File: src/rtl/mem_rd_fetch.sv
// Read-only fetch engine: streams num_words memory words starting at
// base_addr into a small FIFO and presents them on a valid/ready stream.
// The memory has a fixed two-edge read latency and cannot stall, so reads
// are only issued when the FIFO is guaranteed to have room for them.
module mem_rd_fetch #(
    parameter int WIDTH = 64,
    parameter int DEPTH = 4
) (
    input  logic             clk,
    input  logic             rst_n,
    input  logic             start,
    input  logic [31:0]      base_addr,
    input  logic [15:0]      num_words,
    output logic             busy,
    output logic             done,
    output logic             mem_write_en,
    output logic [31:0]      mem_addr,
    input  logic [WIDTH-1:0] mem_data,
    output logic             out_valid,
    input  logic             out_ready,
    output logic [WIDTH-1:0] out_data,
    output logic             out_last
);

    localparam int AW = $clog2(DEPTH);
    localparam logic [AW+1:0] DEPTH_L = (AW+2)'(DEPTH);

    typedef enum logic [1:0] {IDLE, FETCH, DRAIN, DONE} state_t;

    state_t           state;
    logic [31:0]      addr_cnt;
    logic [15:0]      issue_cnt;
    logic [15:0]      deliver_cnt;
    logic             pend0;
    logic             pend1;

    logic [AW:0]      count;
    logic [AW-1:0]    wr_ptr;
    logic [AW-1:0]    rd_ptr;
    logic [WIDTH-1:0] fifo_mem [DEPTH];

    logic [AW+1:0]    occ;
    logic             issue;
    logic             push;
    logic             pop;

    // Words stored plus reads still in the memory pipeline.
    assign occ   = {1'b0, count} + (AW+2)'(pend0) + (AW+2)'(pend1);
    assign issue = (state == FETCH) && (issue_cnt != 16'd0) && (occ < DEPTH_L);
    // A read lands in the FIFO two edges after it was issued.
    assign push  = pend1;
    assign pop   = out_valid && out_ready;

    assign mem_write_en = 1'b0;
    assign out_valid    = (count != '0);
    assign out_data     = fifo_mem[rd_ptr];
    assign out_last     = out_valid && (deliver_cnt == 16'd1);

    // Control FSM, address/word counters and the read-pending pipe.
    always_ff @(posedge clk or negedge rst_n) begin
        if (!rst_n) begin
            state       <= IDLE;
            busy        <= 1'b0;
            done        <= 1'b0;
            mem_addr    <= 32'd0;
            addr_cnt    <= 32'd0;
            issue_cnt   <= 16'd0;
            deliver_cnt <= 16'd0;
            pend0       <= 1'b0;
            pend1       <= 1'b0;
        end else begin
            done  <= 1'b0;
            pend0 <= issue;
            pend1 <= pend0;
            if (issue) begin
                mem_addr  <= addr_cnt;
                addr_cnt  <= addr_cnt + 32'd1;
                issue_cnt <= issue_cnt - 16'd1;
            end
            if (pop) begin
                deliver_cnt <= deliver_cnt - 16'd1;
            end
            case (state)
                IDLE: begin
                    if (start) begin
                        addr_cnt    <= base_addr;
                        issue_cnt   <= num_words;
                        deliver_cnt <= num_words;
                        if (num_words == 16'd0) begin
                            state <= DONE;
                            done  <= 1'b1;
                        end else begin
                            state <= FETCH;
                            busy  <= 1'b1;
                        end
                    end
                end
                FETCH: begin
                    if (issue && (issue_cnt == 16'd1)) begin
                        state <= DRAIN;
                    end
                end
                DRAIN: begin
                    if (pop && (deliver_cnt == 16'd1)) begin
                        state <= DONE;
                        busy  <= 1'b0;
                        done  <= 1'b1;
                    end
                end
                DONE: begin
                    state <= IDLE;
                end
                default: begin
                    state <= IDLE;
                end
            endcase
        end
    end

    // FIFO pointers and occupancy; push and pop may coincide, even when full.
    always_ff @(posedge clk or negedge rst_n) begin
        if (!rst_n) begin
            wr_ptr <= '0;
            rd_ptr <= '0;
            count  <= '0;
        end else begin
            if (push) begin
                wr_ptr <= wr_ptr + AW'(1);
            end
            if (pop) begin
                rd_ptr <= rd_ptr + AW'(1);
            end
            case ({push, pop})
                2'b10:   count <= count + (AW+1)'(1);
                2'b01:   count <= count - (AW+1)'(1);
                default: count <= count;
            endcase
        end
    end

    // FIFO storage; contents need no reset because occupancy gates visibility.
    always_ff @(posedge clk) begin
        if (push) begin
            fifo_mem[wr_ptr] <= mem_data;
        end
    end

endmodule

File: config.mk
export PLATFORM = sky130hd
export DESIGN_NAME = mem_rd_fetch
export DESIGN_NICKNAME = d
export VERILOG_FILES = /design/src/rtl/mem_rd_fetch.sv
export SDC_FILE = /design/constraint.sdc
export NUM_CORES = 1
export LEC_CHECK = 0
export CAP_MARGIN = 20
export CORE_MARGIN = 2
export CORE_UTILIZATION = 45
export CTS_CLUSTER_SIZE = 24
export DETAILED_ROUTE_END_ITERATION = 12
export HOLD_SLACK_MARGIN = 0.15
export PLACE_DENSITY = 0.68
export SLEW_MARGIN = 40
export SYNTH_ARGS = -nofsm -noshare
export SYNTH_HDL_FRONTEND = slang
export SYNTH_SLANG_ARGS = --single-unit
File: constraint.sdc
create_clock -name clk -period 5.3 [get_ports clk]
set_input_delay 0.795 -clock clk [delete_from_list [all_inputs] [get_ports clk]]
set_output_delay 0.795 -clock clk [all_outputs]
set_load 0.005 [all_outputs]
# Yosys cells after proc, flatten, opt, wreduce, memory -nomap -nowiden
# Memory sizes are Yosys's and may differ from the RTL's.
# Index checks and enable logic that the tools add are counted.
# totals
word_cells	73
mem_count	1
regBits	109
mem_bits_rw	256
# classes
reduce_logical	14
n_lt_le_gt_ge	1
n_eq_ne	11
n_addsub	9
mux	25
# memory_table
name	depth	word_bits	rd	rd_clocked_by_memory_dff	write_ports	line	text
fifo_mem	4	64	1	0	1	40	logic [WIDTH-1:0] fifo_mem [DEPTH];
# ops
op	count
$mux W16	6
$mux W32	3
$add A32 B1 Y32 const B	1
$eq A16 B1 Y1 const B	2
$sub A16 B1 Y16 const B	2
$logic_not A16 Y1	1
$reduce_bool A16 Y1	1
$mux W1	8
$mux W2	4
$pmux W2 S4	1
$eq A2 B2 Y1 const B	3
$logic_and A1 B1 Y1	6
$ne A2 B2 Y1 const B	3
$pmux W3 S2	1
$add A2 B1 Y2 const B	2
$add A3 B1 Y4	1
$add A4 B1 Y4	1
$eq A2 B1 Y1 const B	2
$lt A4 B3 Y1 const B	1
$pmux W1 S2	2
$reduce_and A4 Y1	1
$reduce_bool A2 Y1	2
$add A3 B1 Y3 const B	1
$reduce_and A3 Y1	1
4 further kinds	4

# Depth between registers and ports, before layout
# Gate-level depths: netlist of run 1.
# depth
depth_word	7
mapped_depth	8
ltp_nobuf	8

# Least setup slack after synthesis of run 1
# OpenSTA, ideal clock, no wires.
# synth_path
path_kind	reg2out
startpoint	register rd_ptr[0]
endpoint	output out_data[25]
arrival_time_ns	1.905
stages_incl_launch_ff	4
n_path_buf	2
required_ns	4.505
path_slack_ns	2.600
path_cell_list	dfrtp_1 -> buf_1 -> buf_1 -> mux4_2
# synth_via
elab_chain_len	1
# synth_rtl
item	line	text
start: declaration	39	logic [AW-1:0] rd_ptr;
start signal: assignment	131	rd_ptr <= rd_ptr + AW'(1);
$mem_v2 Z4 W64	--	
end: declaration	21	output logic [WIDTH-1:0] out_data,
# Every way passes these cells.

# Worst setup path in the final report of run 1
# layout_path
startpoint	register rd_ptr[1]
endpoint	output out_data[29]
# Same word-level chain as after synthesis.

==> results of run 1 <==
[where the power goes]
group	total, W	switching, W	internal (W)
Clock	0.00258	0.00104	0.00154
Sequential	0.00429	0.000515	0.00378
Combinational	0.00320	0.00135	0.00185
[final cells by class]
| type | instances | area [um2] |
|---|---|---|
| clock buffers | 54 | 1050 |
| clock inverters | 15 | 160 |
| fillers | 2509 | 13700 |
| inverters | 19 | 71.3 |
| multi-input cells | 476 | 4200 |
| flip-flops and latches | 365 | 10400 |
| well taps | 442 | 553 |
| repair buffers | 229 | 2290 |
[synthesized netlist by cell type (2+ instances only)]
| cell type | count | area share (%) |
|---|---|---|
| nor2_1 | 43 | 1.1 |
| dfrtp_1 | 109 | 18 |
| mux2i_1 | 2 | 0.14 |
| edfxtp_1 | 256 | 52 |
| nand2_1 | 47 | 1.2 |
| inv_1 | 19 | 0.48 |
| or3_2 | 3 | 0.15 |
| a21oi_1 | 30 | 1.0 |
| nor4_1 | 17 | 0.72 |
| xor2_1 | 19 | 1.1 |
| and3_1 | 3 | 0.13 |
| o31a_1 | 3 | 0.18 |
| nand4_1 | 16 | 0.68 |
| ha_1 | 15 | 1.3 |
| nand3_1 | 23 | 0.78 |
| o21a_1 | 2 | 0.10 |
| o21ai_0 | 34 | 1.1 |
| a31oi_1 | 13 | 0.55 |
| and2_1 | 6 | 0.25 |
| nor3_1 | 14 | 0.47 |
| or4_1 | 13 | 0.66 |
| o31ai_1 | 6 | 0.30 |
| mux4_2 | 64 | 9.7 |
| a21o_1 | 2 | 0.10 |
| nor3b_1 | 2 | 0.10 |
| clkbuf_1 | 26 | 0.66 |
| xnor2_1 | 29 | 1.7 |
| buf_2 | 4 | 0.14 |
| buf_1 | 9 | 0.23 |
| o211ai_1 | 4 | 0.20 |
| mux2_2 | 30 | 2.3 |
| or4_4 | 2 | 0.15 |
| nor4b_1 | 4 | 0.24 |
| nand2b_1 | 3 | 0.13 |
| and4_1 | 8 | 0.47 |
| or3_1 | 7 | 0.30 |
[path summary, 6_finish.rpt]
path,slack (ns),cells after the start,end
min in group clk,0.38,0,pend1
setup reg to reg,2.19,7,mem_addr[0]
max in group asynchronous,4.01,2,rd_ptr[1]
hold / removal,0.28,1,mem_addr[28]
hold reg to reg,0.38,0,pend1
setup / recovery,1.64,3,out_data[29]
[kinds of logic after synthesis]
group                      after synthesis
DFF                                    365
and+or+nand+nor                        218
muxes                                   97
AOI/OAI and AO/OA                       96
buffers and inverters                   59
xor gates and xnor gates                48
adders and majority gates               16
other                                    1
[state kept, by name, indices dropped and copies added (netlist names), 2 cells and up]
| name | count |
|---|---|
| fifo_mem | 256 |
| addr_cnt | 32 |
| mem_addr | 32 |
| deliver_cnt | 16 |
| issue_cnt | 16 |
| count | 3 |
| rd_ptr | 2 |
| state | 2 |
| wr_ptr | 2 |
[layer usage]
metal	global-route usage, %	wire [um]	vias up
met5	0	0	-
met4	4.29	502	0
met3	4.83	2520	43
met2	28.4	14400	254
met1	24.8	13400	4252
li1	-	-	3966
[metrics by stage]
step / util [%] / hold WS (ns)
floorplan: - / 0.354
global placement: 53.8 / 0.361
detailed placement: 54.0 / 0.367
CTS: 57.8 / 0.306
global route: 57.8 / 0.325
finish: 57.8 / 0.285
[cell usage in the layout (no fill, tap or decap), drive strengths merged, types with 2 or more instances in the layout]
cell type      instances
and2                   6
clkbuf                54
a21oi                 30
nand3                 23
o31a                   3
clkinv                10
edfxtp               256
nor4                  17
o31ai                  6
mux4                  64
xnor2                 29
xor2                  19
nand2                 47
clkdlybuf4s50        214
o211ai                 4
and4                   8
or3                   11
a21o                   2
inv                   20
o21ai                 34
buf                   15
nor3b                  2
nor2                  43
mux2i                  2
and3                   3
nor4b                  4
nand2b                 3
nand4                 16
bufinv                 3
or4                   16
or2                    2
nor3                  14
dfrtp                109
a31oi                 13
o21a                   2
mux2                  31
ha                    15
==> results.cfg, run 1 <==
[status]
status = finished, final reports clean

[critical_path]
crit_buf_inv = 2
start_kind = register
crit_chain = buf_4 -> mux4_2 -> clkdlybuf4s50_1
timing.critical_path.to_type = primary output
crit_path_start = rd_ptr[1]
cp_data_required_time_ns = 4.51
critical-path-top-delay-family = buffers and inverters
path_class = register to primary output
rr_startpoint = issue_cnt[0]
cp.arrival_ns = 2.87
crit_path_max_incr_delay_ns = 0.75
path_max_fanout = 43
crit_slowest_cell = dfrtp_2

[cts]
cts_buffers = 39
cts_tree = built
cts.sinks = 365
path_clk_slew_ns = 0.06
cts_buffer_depth = 3
post-cts-setup-buffers = 0
clock_latency_ns = 0.52
h-tree-depth = 2
ctsHoldBuffers = 0
cts_resized = 0
root_buffer = clkbuf_16

[final_layout]
stdcell_count = 1600
final_nets = 1262
drive_above_1_share_pct = 15.3
diodes = 0
design_area_um2 = 18700
syn_to_final_growth_pct = 26.4

[die]
dieArea_um2 = 34400
die_y_um = 186
row_count = 66
io_pins = 217
die_w_um = 186
start_util_pct = 45.7
core_area_um2 = 32500

[logic_synthesis]
ys_seq_area_share_pct = 70.2
synth_ff_type = edfxtp_1
synth_mux_area_share_pct = 12.2
synth_seq_cells = 365
synth_top_family_by_area = multiplexers
yosysUniqueCellTypes = 49
yosys.area_share.simple_pct = 7.87
async_flop_share_pct = 29.9
syn-cell-area_um2 = 14800
synthXorXnorAreaFrac_pct = 2.84
yosysWarnings = 0
synth_compound_area_share_pct = 3.84
syn_nets = 1032
synth_adder_area_share_pct = 1.40
synth-edff-count = 256
synth_cells = 900
syn_area_per_cell_um2 = 16.5

[sta]
worst_pin_slew_ns = 0.803
rsz0062_at_grt = no
setup-tns-final_ns = 0
finalCritPeriodShare_pct = 69.1
setup_viol = 0
fmax_mhz = 273
hold_viol = 0
setup_slack_ns = 1.64
slew_headroom_pct = 46.3
fin_crit_ns = 3.66
drv_slew = 0
worst_clock_skew_ns = 0.0103

[power]
power_w = 0.0101
leakage_nw = 6.38
peakVddDrop_uv = 437
powerDensity_nw_per_um2 = 537

[routing]
drt-initial-drc-count = 485
routed_via_density = 5.32
vias = 8515
drt_pass1_iterations = 5
finalWirelength_um = 30800
wl_per_cell_um = 19.2
drc = 0
final_antenna_net_count = 0

[grt]
track_usage_pct = 17.9
grt_pass1_wl_um = 47700
grt_pass1_vias = 8637
grt_max_degree = 71
antenna_found_initial = 1
overflow = 0

[placement]
dpl.hpwl_um = 20000
routabilityCongestion = 0.803
place_ws_ns = 2.16
dp.cells = 1531
port_buffers = 215
placed_cell_area_um2 = 17500

[worst_hold_path]
hp-class = input port to asynchronous set/reset pin

[job]
maxCapViolCount = 0
(Power assumes the default switching activity.)
==> run 2, diff against run 1 <==
- clock period: 5.3 -> 3.4 ns (I/O delays scaled with it)
==> run 2 against run 1 <==
Effect of this change:
- total power increased by 57%
- die area unchanged
- register-to-register slack got worse by 1.6 ns
==> results.cfg, run 2 (same netlist as run 1, synthesis figures left out) <==
[status]
status = finished, final reports clean

[sta]
fin_crit_ns = 3.18
worst_clock_skew_ns = 0.0263
hold_viol = 0
setup_viol = 0
rsz0062_at_grt = no
fmax_mhz = 314
slew_headroom_pct = 53.6
worst_pin_slew_ns = 0.696
setup-tns-final_ns = 0
drv_slew = 0
finalCritPeriodShare_pct = 93.6

[critical_path]
cp_data_required_time_ns = 2.89
path_max_fanout = 28
start_kind = register
path_class = register to primary output
cp.arrival_ns = 2.67
timing.critical_path.to_type = primary output

[routing]
wl_per_cell_um = 19.4
finalWirelength_um = 31300
routed_via_density = 5.36
vias = 8636
drc = 0
drt-initial-drc-count = 577
final_antenna_net_count = 0
drt_pass1_iterations = 5

[final_layout]
design_area_um2 = 18900
largest_register_ffs = 256
final_nets = 1270
largest-register = fifo_mem
syn_to_final_growth_pct = 27.4
drive_above_1_share_pct = 16.0
layout_common_cells = 256 x edfxtp_1, 214 x clkdlybuf4s50_1, 107 x dfrtp_1
final_common_cell = edfxtp_1
reg.largest.list = fifo_mem (256), addr_cnt (32), mem_addr (32)

[placement]
placed_cell_area_um2 = 17600
routabilityCongestion = 0.817
port_buffers = 215
dpl.hpwl_um = 20500

[grt]
track_usage_pct = 18.4
overflow = 0
grt_pass1_vias = 8775
antenna_found_initial = 2
grt_pass1_wl_um = 48600
grt_max_degree = 65

[die]
start_util_pct = 45.7
io_pins = 217
dieArea_um2 = 34400
die_y_um = 186
core_area_um2 = 32500
row_count = 66
die_w_um = 186

[power]
powerDensity_nw_per_um2 = 837
peakVddDrop_uv = 422
leakage_nw = 6.44

[worst_hold_path]
hp-class = register to register

[cts]
root_buffer = clkbuf_16
path_clk_slew_ns = 0.06
cts_buffer_depth = 3
h-tree-depth = 2
clock_latency_ns = 0.52
post-cts-setup-buffers = 0
cts_tree = built
cts.sinks = 365
cts_buffers = 39

[job]
maxCapViolCount = 0
run 2: changes by cell type in the layout (fill, tap and decap cells not counted), sizes merged:
cell / before / now
buf: 15 / 22
clkbuf: 54 / 52
clkinv: 10 / 14
diode: 0 / 1
dlygate4sd3: 0 / 1
inv: 20 / 21
run 2: worst paths after layout:
check / startpoint / end / slack [ns] / cells after the start
worst max-delay path: rd_ptr[0] / out_data[1] / 0.22 / 3
worst min-delay path: pend0 / pend1 / 0.38 / 0
worst max register to register: issue_cnt[0] / addr_cnt[27] / 0.62 / 7
worst min register to register: pend0 / pend1 / 0.38 / 0
max in group asynchronous: rst_n / addr_cnt[14] / 2.06 / 3
min in group asynchronous: rst_n / addr_cnt[23] / 0.57 / 2
run 2: through the flow:
stage	hold WS (ns)	cells	power [W]	utilization [%]	setup slack, ns
after floorplan	0.214	900	0.00941	-	0.845
after global placement	0.361	1538	0.0118	54.4	0.718
after detailed placement	0.370	1538	0.0119	54.4	0.653
after CTS	0.384	1611	0.0160	58.2	0.152
after global routing	0.414	1611	0.0168	58.2	0.0581
final	0.381	1612	0.0158	58.2	0.218
run 2: area by class of cell:
type	instances	area, um2
clock buffers	52	1060
flip-flops and latches	365	10400
fillers	2516	13600
diodes	1	2.50
inverters	19	71.3
clock inverters	20	185
repair buffers	237	2420
multi-input cells	476	4190
well taps	442	553
run 2: metal layers:
layer	vias up	routed length, um	global-route usage [%]
li1	3986	-	-
met1	4328	13400	25.0
met2	272	14800	30.2
met3	48	2620	4.52
met4	2	529	4.13
met5	-	13	0
run 2: worst max-delay path, stage by stage (launching register included):
cell,delay [ns]
dfrtp_4,0.83
buf_12,0.28
mux4_2,0.52
clkdlybuf4s50_1,0.50
run 2: repair_timing:
item | in CTS | in global routing
hold buffers | 1 | 0
resized for setup | 0 | 0
endpoints found under the hold margin | 47 | 0
run 2: power breakdown:
part / switching, W / leakage, nW / internal [W]
Sequential: 0.000821 / 3.58 / 0.00588
Combinational: 0.00210 / 2.26 / 0.00293
Clock: 0.00166 / 0.601 / 0.00242
Total: 0.00458 / 6.44 / 0.0112
==> run 3, diff against run 2 <==
- CORE_ASPECT_RATIO: not set -> 0.75
==> run 3 against run 2 <==
Effect of this change:
- routed wire length is 5.7% higher
- die area barely moved
- largest cell class unchanged
- final cell count decreased by 0.81%
- via count increased by 0.74%
- non-clock buffer count fell by 3
- fmax increased by 4.5%
- total power down 0.99%
- final area decreased by 0.69%
- worst hold slack better by 0.012 ns
- sequential power hardly changed
- count of clock-buffer cells in the layout rose by 1
- global-route usage rose by 1.1 points
==> results.cfg, run 3 (same netlist as run 1, synthesis figures left out) <==
[power]
peakVddDrop_uv = 461
p_clk_share_pct = 24.1
leakage_nw = 6.38
p_sw_share_pct = 29.7
p_seq_share_pct = 42.7
powerDensity_nw_per_um2 = 835
p_comb_share_pct = 33.2
p_int_w = 0.0110
switchingPower_w = 0.00465

[routing]
routed_via_density = 5.44
top_layer = met5
wl_met2_um = 14900
drt-met1-wl_um = 15400
vias = 8700
wl_met3_um = 2070
drc = 0
final_antenna_net_count = 0
finalWirelength_um = 33100
drt_pass1_iterations = 5
wl_per_cell_um = 20.7
drt-initial-drc-count = 785

[die]
die_y_um = 161
io_pins = 217
row_count = 57
dieArea_um2 = 34400
die_w_um = 214
start_util_pct = 45.7
core_area_um2 = 32400

[cts]
path_clk_slew_ns = 0.06
cts_resized = 0
clock_latency_ns = 0.52
cts_tree = built
cts_buffer_depth = 3
root_buffer = clkbuf_16
cts.sinks = 365
h-tree-depth = 2
cts_buffers = 37

[worst_hold_path]
hp-class = register to register

[status]
status = finished, final reports clean

[sta]
setup_slack_ns = 0.355
slew_headroom_pct = 51.9
rsz0062_at_grt = no
setup-tns-final_ns = 0
hold_viol = 0
finalCritPeriodShare_pct = 89.6
setup_viol = 0
drv_slew = 0
worst_clock_skew_ns = 0.0168
fin_crit_ns = 3.05
worst_pin_slew_ns = 0.715
fmax_mhz = 328

[final_layout]
multi_input_area_um2 = 4190
largest_register_ffs = 256
final_common_cell = edfxtp_1
layout_common_cells = 256 x edfxtp_1, 214 x clkdlybuf4s50_1, 107 x dfrtp_1
reg.largest.list = fifo_mem (256), addr_cnt (32), mem_addr (32)
final_nets = 1265
largest-register = fifo_mem
drive_above_1_share_pct = 15.4
fillers = 2520
syn_to_final_growth_pct = 26.6
regArea_um2 = 10400
stdcell_count = 1599

[critical_path]
crit_slowest_cell = clkdlybuf4s50_1
path_class = register to primary output
cp_data_required_time_ns = 2.89
timing.critical_path.to_type = primary output
crit_buf_inv = 1
path_max_fanout = 5
cp.arrival_ns = 2.54
start_kind = register
crit_chain = nor4_1 -> nand3_1 -> nor3b_1 -> clkdlybuf4s50_1
crit_path_max_incr_delay_ns = 0.53
critical-path-top-delay-family = simple AND/OR/NAND/NOR gates

[placement]
port_buffers = 215
routabilityCongestion = 0.826
dpl.hpwl_um = 22300
place_ws_ns = 0.578
dp.cells = 1535

[grt]
track_usage_pct = 19.5
grt_pass1_vias = 8539
overflow = 0
grt_max_degree = 66
antenna_found_initial = 2
grt_pass1_wl_um = 50800

[job]
maxCapViolCount = 0
-- run 3: cell count changes in the layout (fill, tap and decap cells not counted) --
cell        change
clkinvlp_4      -1
buf_4           -6
buf_6           +1
bufinv_16       -2
clkinv_8        -1
clkinv_2        -3
clkbuf_8        +3
clkbuf_1        +1
buf_12          +2
clkbuf_16       -3
inv_8           +1
clkinv_1        -5
-- run 3: through the flow --
step	area, um2	power (W)	util (%)	hold slack [ns]
6_report	18800	0.0157	57.8	0.394
5_1_grt	18800	0.0165	57.8	0.395
4_1_cts	18800	0.0159	57.8	0.390
3_5_place_dp	17600	0.0120	54.4	0.375
3_3_place_gp	17600	0.0120	54.4	0.379
2_1_floorplan	14800	0.00941	-	0.214
-- run 3: area by class of cell --
cell class	instances	area share, %
clock buffer	53	5.47
timing repair buffer	234	12.9
antenna	1	0.0133
multi-input combinational	476	22.3
clock inverter	9	0.420
inverter	19	0.380
tap	442	2.95
sequential	365	55.5
-- run 3: worst paths after layout --
path / from / to / slack [ns] / cells after the start
setup / recovery: deliver_cnt[7] / out_last / 0.35 / 4
min in group asynchronous: rst_n / done / 0.52 / 2
max in group asynchronous: rst_n / mem_addr[19] / 2.19 / 3
hold reg to reg: pend0 / pend1 / 0.39 / 0
setup reg to reg: pend1 / addr_cnt[29] / 0.56 / 6
hold / removal: pend0 / pend1 / 0.39 / 0
-- run 3: power by group through the flow --
stage	Clock (W)	Sequential [W]	Combinational (W)
after CTS	0.00386	0.00670	0.00530
after global routing	0.00406	0.00683	0.00564
after floorplan	0	0.00650	0.00291
final	0.00377	0.00669	0.00520
after global placement	0	0.00675	0.00521
after detailed placement	0	0.00677	0.00527
-- run 3: timing repair --
action,4_1_cts,5_1_grt
hold buffers,1,0
endpoints found under the hold margin,56,0
buffers inserted,0,0
setup endpoints to repair,0,0
-- run 3: per-layer routing --
metal | vias up | GRT usage, %
met5 | - | 0
met4 | 2 | 5.18
met3 | 51 | 3.77
met2 | 244 | 29.0
met1 | 4439 | 29.5
li1 | 3964 | -
